===== src/rtl/nf10_drr_pkg.sv =====
// rtl/nf10_drr_pkg.sv - shared types and saturating deficit arithmetic for the DRR input arbiter
package nf10_drr_pkg;

   localparam int NUM_PORTS = 5;

   typedef enum logic {
      SELECT = 1'b0,
      XFER   = 1'b1
   } state_t;

   typedef logic [2:0] port_idx_t;

   // Adds two values and clamps the result to the range of a w-bit signed counter (w <= 32).
   function automatic logic signed [31:0] sat_add(input logic signed [31:0] a,
                                                  input logic signed [31:0] b,
                                                  input int w);
      logic signed [32:0] sum;
      logic signed [32:0] hi;
      logic signed [32:0] lo;
      logic signed [31:0] res;
      sum = 33'(a) + 33'(b);
      hi  = (33'sd1 <<< (w - 1)) - 33'sd1;
      lo  = -(33'sd1 <<< (w - 1));
      if (sum > hi) begin
         res = hi[31:0];
      end else if (sum < lo) begin
         res = lo[31:0];
      end else begin
         res = sum[31:0];
      end
      return res;
   endfunction

   function automatic logic signed [31:0] sat_sub(input logic signed [31:0] a,
                                                  input logic signed [31:0] b,
                                                  input int w);
      return sat_add(a, -b, w);
   endfunction

endpackage


===== src/rtl/nf10_drr_rr_pick.sv =====
// rtl/nf10_drr_rr_pick.sv - finds the next valid port after cur, wrapping, with cur itself checked last
module nf10_drr_rr_pick
   import nf10_drr_pkg::*;
(
   input  logic [NUM_PORTS-1:0] tvalid,
   input  port_idx_t            cur,
   output logic                 found,
   output port_idx_t            index
);

   port_idx_t  base;
   logic [3:0] cand;

   // Walking from the farthest offset down lets the nearest valid port win.
   always_comb begin
      found = 1'b0;
      index = '0;
      cand  = '0;
      base  = (cur > port_idx_t'(NUM_PORTS - 1)) ? port_idx_t'(NUM_PORTS - 1) : cur;
      for (int k = NUM_PORTS; k >= 1; k--) begin
         cand = {1'b0, base} + 4'(k);
         if (cand >= 4'(NUM_PORTS)) begin
            cand = cand - 4'(NUM_PORTS);
         end
         if (tvalid[cand[2:0]]) begin
            found = 1'b1;
            index = cand[2:0];
         end
      end
   end

endmodule


===== src/rtl/nf10_drr_input_arbiter.sv =====
// rtl/nf10_drr_input_arbiter.sv - five-port packet-granular deficit round robin AXI4-Stream arbiter
// NF10_DRR_STATS_EN adds per-port forwarded-packet counters read through stats_sel/stats_pkt_cnt.
module nf10_drr_input_arbiter
   import nf10_drr_pkg::*;
#(
   parameter int C_M_AXIS_DATA_WIDTH  = 64,
   parameter int C_S_AXIS_DATA_WIDTH  = 64,
   parameter int C_M_AXIS_TUSER_WIDTH = 128,
   parameter int C_S_AXIS_TUSER_WIDTH = 128,
   parameter int QUANTUM_0            = 32,
   parameter int QUANTUM_1            = 32,
   parameter int QUANTUM_2            = 32,
   parameter int QUANTUM_3            = 32,
   parameter int QUANTUM_4            = 32,
   parameter int DEFICIT_WIDTH        = 16
) (
   input  logic                                axi_aclk,
   input  logic                                axi_resetn,

   output logic [C_M_AXIS_DATA_WIDTH-1:0]      m_axis_tdata,
   output logic [C_M_AXIS_DATA_WIDTH/8-1:0]    m_axis_tstrb,
   output logic [C_M_AXIS_TUSER_WIDTH-1:0]     m_axis_tuser,
   output logic                                m_axis_tvalid,
   output logic                                m_axis_tlast,
   input  logic                                m_axis_tready,

   input  logic [C_S_AXIS_DATA_WIDTH-1:0]      s_axis_tdata_0,
   input  logic [C_S_AXIS_DATA_WIDTH/8-1:0]    s_axis_tstrb_0,
   input  logic [C_S_AXIS_TUSER_WIDTH-1:0]     s_axis_tuser_0,
   input  logic                                s_axis_tvalid_0,
   input  logic                                s_axis_tlast_0,
   output logic                                s_axis_tready_0,

   input  logic [C_S_AXIS_DATA_WIDTH-1:0]      s_axis_tdata_1,
   input  logic [C_S_AXIS_DATA_WIDTH/8-1:0]    s_axis_tstrb_1,
   input  logic [C_S_AXIS_TUSER_WIDTH-1:0]     s_axis_tuser_1,
   input  logic                                s_axis_tvalid_1,
   input  logic                                s_axis_tlast_1,
   output logic                                s_axis_tready_1,

   input  logic [C_S_AXIS_DATA_WIDTH-1:0]      s_axis_tdata_2,
   input  logic [C_S_AXIS_DATA_WIDTH/8-1:0]    s_axis_tstrb_2,
   input  logic [C_S_AXIS_TUSER_WIDTH-1:0]     s_axis_tuser_2,
   input  logic                                s_axis_tvalid_2,
   input  logic                                s_axis_tlast_2,
   output logic                                s_axis_tready_2,

   input  logic [C_S_AXIS_DATA_WIDTH-1:0]      s_axis_tdata_3,
   input  logic [C_S_AXIS_DATA_WIDTH/8-1:0]    s_axis_tstrb_3,
   input  logic [C_S_AXIS_TUSER_WIDTH-1:0]     s_axis_tuser_3,
   input  logic                                s_axis_tvalid_3,
   input  logic                                s_axis_tlast_3,
   output logic                                s_axis_tready_3,

   input  logic [C_S_AXIS_DATA_WIDTH-1:0]      s_axis_tdata_4,
   input  logic [C_S_AXIS_DATA_WIDTH/8-1:0]    s_axis_tstrb_4,
   input  logic [C_S_AXIS_TUSER_WIDTH-1:0]     s_axis_tuser_4,
   input  logic                                s_axis_tvalid_4,
   input  logic                                s_axis_tlast_4,
   output logic                                s_axis_tready_4
`ifdef NF10_DRR_STATS_EN
   ,
   input  logic [2:0]                          stats_sel,
   output logic [31:0]                         stats_pkt_cnt
`endif
);

   localparam int QUANTUM_TAB [NUM_PORTS] = '{QUANTUM_0, QUANTUM_1, QUANTUM_2, QUANTUM_3, QUANTUM_4};

   logic [C_S_AXIS_DATA_WIDTH-1:0]   s_tdata [NUM_PORTS];
   logic [C_S_AXIS_DATA_WIDTH/8-1:0] s_tstrb [NUM_PORTS];
   logic [C_S_AXIS_TUSER_WIDTH-1:0]  s_tuser [NUM_PORTS];
   logic [NUM_PORTS-1:0]             s_tvalid;
   logic [NUM_PORTS-1:0]             s_tlast;
   logic [NUM_PORTS-1:0]             s_tready;

   assign s_tdata[0] = s_axis_tdata_0;
   assign s_tdata[1] = s_axis_tdata_1;
   assign s_tdata[2] = s_axis_tdata_2;
   assign s_tdata[3] = s_axis_tdata_3;
   assign s_tdata[4] = s_axis_tdata_4;
   assign s_tstrb[0] = s_axis_tstrb_0;
   assign s_tstrb[1] = s_axis_tstrb_1;
   assign s_tstrb[2] = s_axis_tstrb_2;
   assign s_tstrb[3] = s_axis_tstrb_3;
   assign s_tstrb[4] = s_axis_tstrb_4;
   assign s_tuser[0] = s_axis_tuser_0;
   assign s_tuser[1] = s_axis_tuser_1;
   assign s_tuser[2] = s_axis_tuser_2;
   assign s_tuser[3] = s_axis_tuser_3;
   assign s_tuser[4] = s_axis_tuser_4;
   assign s_tvalid   = {s_axis_tvalid_4, s_axis_tvalid_3, s_axis_tvalid_2, s_axis_tvalid_1, s_axis_tvalid_0};
   assign s_tlast    = {s_axis_tlast_4, s_axis_tlast_3, s_axis_tlast_2, s_axis_tlast_1, s_axis_tlast_0};

   assign s_axis_tready_0 = s_tready[0];
   assign s_axis_tready_1 = s_tready[1];
   assign s_axis_tready_2 = s_tready[2];
   assign s_axis_tready_3 = s_tready[3];
   assign s_axis_tready_4 = s_tready[4];

   state_t                          state;
   state_t                          state_nxt;
   port_idx_t                       cur;
   port_idx_t                       cur_nxt;
   logic signed [DEFICIT_WIDTH-1:0] deficit [NUM_PORTS];
   logic                            grant_load;
   logic                            clear_old;
   logic                            beat;
   logic                            pick_found;
   port_idx_t                       pick_idx;

   nf10_drr_rr_pick u_rr_pick (
      .tvalid (s_tvalid),
      .cur    (cur),
      .found  (pick_found),
      .index  (pick_idx)
   );

   assign beat = (state == XFER) && s_tvalid[cur] && m_axis_tready;

   always_comb begin
      state_nxt  = state;
      cur_nxt    = cur;
      grant_load = 1'b0;
      clear_old  = 1'b0;
      case (state)
         SELECT: begin
            if (s_tvalid[cur] && (deficit[cur] > 0)) begin
               state_nxt = XFER;
            end else if (pick_found) begin
               // Re-granting cur (only valid port, credit spent) still earns a fresh quantum.
               state_nxt  = XFER;
               cur_nxt    = pick_idx;
               grant_load = 1'b1;
               clear_old  = !s_tvalid[cur];
            end
         end
         XFER: begin
            if (beat && s_tlast[cur]) begin
               state_nxt = SELECT;
            end
         end
         default: state_nxt = SELECT;
      endcase
   end

   always_comb begin
      m_axis_tdata  = s_tdata[cur];
      m_axis_tstrb  = s_tstrb[cur];
      m_axis_tuser  = s_tuser[cur];
      m_axis_tvalid = 1'b0;
      m_axis_tlast  = 1'b0;
      s_tready      = '0;
      if (state == XFER) begin
         m_axis_tvalid = s_tvalid[cur];
         m_axis_tlast  = s_tlast[cur];
         s_tready[cur] = m_axis_tready;
      end
   end

   always_ff @(posedge axi_aclk or negedge axi_resetn) begin
      if (!axi_resetn) begin
         state <= SELECT;
         cur   <= port_idx_t'(NUM_PORTS - 1);
      end else begin
         state <= state_nxt;
         cur   <= cur_nxt;
      end
   end

   // Post-charging: a granted packet always finishes, so the deficit may go negative as debt.
   always_ff @(posedge axi_aclk or negedge axi_resetn) begin
      if (!axi_resetn) begin
         for (int i = 0; i < NUM_PORTS; i++) begin
            deficit[i] <= '0;
         end
      end else begin
         for (int i = 0; i < NUM_PORTS; i++) begin
            if (grant_load && (port_idx_t'(i) == cur_nxt)) begin
               deficit[i] <= DEFICIT_WIDTH'(sat_add(32'(deficit[i]), 32'(QUANTUM_TAB[i]), DEFICIT_WIDTH));
            end else if (clear_old && (port_idx_t'(i) == cur) && (deficit[i] > 0)) begin
               deficit[i] <= '0;
            end else if (beat && (port_idx_t'(i) == cur)) begin
               deficit[i] <= DEFICIT_WIDTH'(sat_sub(32'(deficit[i]), 32'sd1, DEFICIT_WIDTH));
            end
         end
      end
   end

`ifdef NF10_DRR_STATS_EN
   logic [31:0] pkt_cnt [NUM_PORTS];

   always_ff @(posedge axi_aclk or negedge axi_resetn) begin
      if (!axi_resetn) begin
         for (int i = 0; i < NUM_PORTS; i++) begin
            pkt_cnt[i] <= '0;
         end
      end else begin
         for (int i = 0; i < NUM_PORTS; i++) begin
            if (beat && s_tlast[cur] && (port_idx_t'(i) == cur)) begin
               pkt_cnt[i] <= pkt_cnt[i] + 32'd1;
            end
         end
      end
   end

   assign stats_pkt_cnt = (stats_sel < 3'(NUM_PORTS)) ? pkt_cnt[stats_sel] : 32'd0;
`endif

endmodule


===== config.mk =====
export PLATFORM = sky130hd
export DESIGN_NAME = nf10_drr_input_arbiter
export DESIGN_NICKNAME = d
export VERILOG_FILES = /design/src/rtl/nf10_drr_pkg.sv /design/src/rtl/nf10_drr_rr_pick.sv /design/src/rtl/nf10_drr_input_arbiter.sv
export SDC_FILE = /design/constraint.sdc
export NUM_CORES = 1
export LEC_CHECK = 0
export BUFFER_PORTS_ARGS = -buffer_cell sky130_fd_sc_hd__buf_2
export CAP_MARGIN = 20
export CELL_PAD_IN_SITES_DETAIL_PLACEMENT = 1
export CELL_PAD_IN_SITES_GLOBAL_PLACEMENT = 2
export CORE_AREA = 4 4 470 472
export CTS_CLUSTER_DIAMETER = 150
export DETAILED_ROUTE_END_ITERATION = 7
export DIE_AREA = 0 0 474 476
export PLACE_DENSITY = 0.39
export SLEW_MARGIN = 40
export SYNTH_ARGS = -nofsm -noshare
export SYNTH_HDL_FRONTEND = slang
export SYNTH_SLANG_ARGS = --single-unit

===== constraint.sdc =====
create_clock -name axi_aclk -period 6 [get_ports axi_aclk]
set_input_delay 0.9 -clock axi_aclk [delete_from_list [all_inputs] [get_ports axi_aclk]]
set_output_delay 0.9 -clock axi_aclk [all_outputs]
set_load 0.005 [all_outputs]

[Word level (Yosys, flattened, before mapping)]
Index checks and enable logic that the tools add are counted.
Word-level totals
  register bits: 84
  input port bits: 1013
  logic and storage cells: 205
Cells by class
  mux-type cells: 94
  $add $sub $neg: 20
  $lt $le $gt $ge: 40
  bitwise logic cells: 3
  reduce and logical (&&, ||, !) cells: 33
  equal/unequal tests: 8
Operators by type and width (number)
  $mux W16: 37
  $bmux W128 S3: 1
  $mux W128: 2
  $bmux W64 S3: 1
  $gt A17 B16 Y1 const B: 10
  $lt A17 B16 Y1 const B: 10
  $mux W64: 2
  $gt A16 B1 Y1 const B: 6
  $add A16 B1 Y17 const B: 5
  $add A16 B7 Y17 const B: 5
  $bmux W16 S3: 1
  $mux W3: 14
  $logic_and A1 B1 Y1: 25
  $bmux W8 S3: 1
  $lt A3 B4 Y1 const B: 6
  $mux W1: 23
  $bmux W1 S3: 7
  $ge A4 B3 Y1 const B: 5
  $mux W8: 2
  $reduce_bool A3 Y1: 5
  $sub A3 B3 Y3 const B: 5
  $eq A2 B3 Y1 const A: 4
  $add A3 B2 Y4 const B: 2
  $add A3 B3 Y4 const B: 2
  other kinds (14): 17

[Depth between registers and ports, before layout]
  depth in word-level cells: 19
  gate-level depth with buffers: 18
  gate-level depth less buffers: 13

[Cells and area by module]
Synthesis repeated with hierarchy kept, for this count alone.
Unflattened totals
  cells, all modules: 1836
  area, all modules: 16489.6 um^2
By module, submodules not included
  nf10_drr_input_arbiter: instances 1, area an instance 15521.1 um^2, cells an instance 1705
  nf10_drr_rr_pick: instances 1, area an instance 968.4 um^2, cells an instance 131

[Worst setup path before layout]
No wires, ideal clock.
  path kind: register to register
  start point: reg cur[2]
  end point: reg deficit[13] (netlist bit)
  setup slack: 1.659 ns
  path buffers: 4
  required time: 5.882 ns
  arrival: 4.223 ns
  cell stages (with the launch flop): 17
  library setup time: 0.118 ns
  cell sequence: dfstp_2 -> buf_2 -> nand2b_1 -> clkbuf_1 -> ha_1 -> ha_1 -> clkbuf_1 -> or3b_2 -> a2111oi_2 -> a21boi_0 -> a221o_1 -> a211oi_1 -> nor2b_1 -> clkbuf_1 -> nand2_1 -> o21ai_0 -> a21o_1
On the way
  longest elaborated chain between the ends: 19
  elaborated cells between the ends (all ways): 71
  classes of those cells: 10 x add/sub; 7 x order compare; 2 x eq/ne; 42 x mux; 1 x bitwise; 9 x reduce/logical
Ends and longest elaborated chain
  start: declaration: line nf10_drr_input_arbiter.sv:103  | port_idx_t cur;
  start signal: assignment: line nf10_drr_input_arbiter.sv:164  | cur <= port_idx_t'(NUM_PORTS - 1);
  start signal: assignment: line nf10_drr_input_arbiter.sv:167  | cur <= cur_nxt;
  parallel branches: the longest is 19 deep, another holds $add A3 B3 Y4
  end signal: indexed assignment: line nf10_drr_input_arbiter.sv:180  | deficit[i] <= DEFICIT_WIDTH'(sat_add(32'(deficit[i]), 32'(QUANTUM_TAB[i]), DEFICIT_WIDTH));
  end signal: indexed assignment: line nf10_drr_input_arbiter.sv:184  | deficit[i] <= DEFICIT_WIDTH'(sat_sub(32'(deficit[i]), 32'sd1, DEFICIT_WIDTH));
  end: declaration: line nf10_drr_input_arbiter.sv:105  | logic signed [DEFICIT_WIDTH-1:0] deficit [NUM_PORTS];
Parallel ways; which one is timed is not known. The select of a mux whose other input is x is not followed.
A chain may end at the register's enable or synchronous reset.

[Worst setup path in the final report]
  start point: reg cur[0]
  end point: out m_axis_tdata[8]
On the way
  longest elaborated chain between the ends: 4
Ends and longest elaborated chain
  $not A3 Y4 (implied by the code): line nf10_drr_input_arbiter.sv:148  | m_axis_tdata = s_tdata[cur];
  $bmux W64 S3: line nf10_drr_input_arbiter.sv:148
  $mux W64 (implied by the code) (2 in series): line nf10_drr_input_arbiter.sv:148
  end: declaration: line nf10_drr_input_arbiter.sv:20  | output logic [C_M_AXIS_DATA_WIDTH-1:0] m_axis_tdata,
No other way between the ends. The select of a mux whose other input is x is not followed.

==> results.toml <==
[setup_path]
cp-start-kind = "flip-flop"
r2r_start = "cur[2]"
r2r_cells = 13
path_depth = 6
worst-path-max-fanout = 42
crit_family = "buffers and inverters"
critPathSlowestCell = "buf_4"
crit_arrival_ps = 4050
crit_start = "cur[0]"
worstSetupEndpointType = "output pin"
r2r-end = "deficit[66]"
crit_chain = "buf_4, buf_6, buf_4, mux4_2, a22o_1, buf_2"
crit_type = "reg -> out"
cp.required_ps = 5100
crit_top_cell = "buf_4"
critPathMaxStageDelay_ps = 690
crit_buf_inv = 4
rrSetupSlack_ps = 1250

[timing]
setup_viol = 0
hold_viol = 0
max_freq_mhz = 202
fin_ws_ps = 1050
clock_skew_ps = 23.7
post-route-min-period_ps = 4950
holdWs_ps = 455
worst_slew_pin_slew_ps = 928
maxSlewHeadroom_pct = 38.1
slew_violations = 0
setup_tns_ps = 0
rsz0062_at_grt = "false"
min_period_over_period_pct = 82.4

[floorplanning]
core_area_mm2 = 0.217
ios = 1220
start_util_pct = 7.55
die-area_mm2 = 0.226
die_w_um = 474
rows = 171
dieHeight_um = 476

[synth]
synthCells = 1870
synth-main-ff-cell = "dfrtp_1"
synth_most_common_cell = "a22o_1"
synth_top_area_cell = "mux4_2"
async_flop_share_pct = 100
syn_nets = 2918
ys_ff_latch = 84
synth.area.top_cells = "mux4_2 28%, dfrtp_1 13%, a22o_1 11%"
ys_top_cells_by_count = "205 x a22o_1, 202 x mux4_2, 153 x clkbuf_1"
seq_area_frac_synth_pct = 12.9
synth_cell_types = 84
syn_avg_cell_area_um2 = 8.75
yosysWarnings = 0
synth_edf_count = 0
synth_top_area_share_pct = 27.8
syn_area_mm2 = 0.0164

[place]
dp_slack_ps = 1260
globalplace.congestion = 0.931
port_buffers = 1219
post-dp-hpwl_mm = 229

[routing]
drt-total-wl_mm = 252
ant_nets = 0
drt_iter0_drc = 1973
drc = 0
first_pass_iters = 5
vias = 24135
wl_per_cell_um = 40.2
vias_per_cell = 3.85

[global_route]
grt_antenna_before_repair = 341
grt_pass1_wl_mm = 302
track_usage_pct = 21.3
grt_pass1_vias = 23417
grt_overflow = 0
grt_start_max_net_pins = 109

[cells_and_area]
drive_gt1_share_pct = 52.4
nets = 4025
final_core_util_pct = 12.6
final.fill_count = 25822
area_growth_pct = 67.4

[power_and_ir_drop]
power.share.clock_pct = 5.6
leakagePower_uw = 0.0114
netSwitchingFraction_pct = 56.3
p_comb_share_pct = 82.1
ir_drop_mv = 0.210
power_frac_seq_pct = 12.3
p_total_uw = 12500
p_switching_uw = 7030
powerDensity_mw_per_mm2 = 456
p_int_uw = 5460

[cts]
numClockSinks = 84
cts_tree = "built"
postCtsHoldBufs = 0
cts_resized = 0
clk_pin_slew_ps = 80
numCtsBuffers = 9
htree_levels = 3
post_cts_buffers = 0
clkLatencyLatePin_ps = 400
cts_buffer_depth = 2
cts-root-buf = "clkbuf_16"

[run_status]
status = "completed"

[job]
drv_cap = 0

[hold_path]
hold_class = "in -> async"
==> worst register-to-register path, stage by stage (launching register included) <==
cell	delay [ps]
dfstp_2	590
nand2b_1	280
ha_1	200
ha_1	350
or3b_2	530
a2111oi_2	520
nor2_1	100
nor4b_2	200
buf_4	170
or2_0	320
or4_4	750
nand2_1	260
a21oi_1	80
o32a_1	310
==> metrics by stage <==
step	std cells	area, um^2
3_3_place_gp	5818	25900
6_report	6267	27400
3_5_place_dp	5820	26000
2_1_floorplan	1870	16400
5_1_grt	5879	26400
4_1_cts	5836	26300
==> kinds of logic after synthesis <==
family          count (synthesis)  share of synthesized area, %
flops                          84                          12.9
mux                           228                          29.5
fa+ha+maj                      35                          2.68
xor+xnor                       72                          3.86
buf+inv                       241                          5.70
compound gates                623                          27.2
simple gates                  587                          18.2
==> worst max path at each step <==
stage                        to  slack, ps
6_report        m_axis_tdata[8]       1050
5_1_grt         m_axis_tdata[8]        720
4_1_cts        m_axis_tuser[13]        850
3_5_place_dp        deficit[66]       1260
3_3_place_gp   m_axis_tuser[13]       1070
2_1_floorplan       deficit[13]       1660
==> layout by cell type, fill, tap and decap left out, drive strengths merged, types with 15 or more instances in the layout <==
cell / count
ha: 35
diode: 431
o211ai: 15
mux2i: 15
nand2: 107
a21oi: 101
a31oi: 28
or3: 18
nand4: 16
nor4: 21
and3: 23
nor3: 73
nand3: 66
a22o: 205
inv: 48
mux4: 202
o21ai: 130
nand2b: 21
or4: 21
xnor2: 51
xor2: 21
nor2: 152
buf: 1289
dfrtp: 83
==> routing by layer <==
metal | vias up | global-route usage (%) | routed length [um]
met4 | 138 | 5.83 | 8620
met5 | - | 0 | 931
met2 | 1359 | 29.8 | 101000
li1 | 10174 | - | -
met3 | 487 | 16.5 | 44400
met1 | 11977 | 24.8 | 97500
==> power by group through the flow <==
stage / combinational, uW / clock (uW) / sequential [uW]
after detailed placement: 10400 / 0 / 1540
after floorplan: 6000 / 0 / 986
after global routing: 11100 / 739 / 1600
final: 10300 / 699 / 1540
after global placement: 10400 / 0 / 1550
after CTS: 10400 / 725 / 1530
==> flip-flops by register name, summed over array words and instances (netlist names) <==
signal,flops
cur,3
deficit,80
state,1
==> cell type report <==
class / instances / area [um^2] / share of cell area (%)
Multi-Input combinational cell: 1545 / 13400 / 48.9
Antenna cell: 431 / 1080 / 3.94
Tap cell: 2854 / 3570 / 13.0
Clock inverter: 5 / 85.1 / 0.311
Timing Repair Buffer: 1289 / 6720 / 24.6
Clock buffer: 11 / 243 / 0.886
Inverter: 48 / 188 / 0.685
Sequential cell: 84 / 2110 / 7.71
No activity file was read; power rests on OpenSTA's default activity.
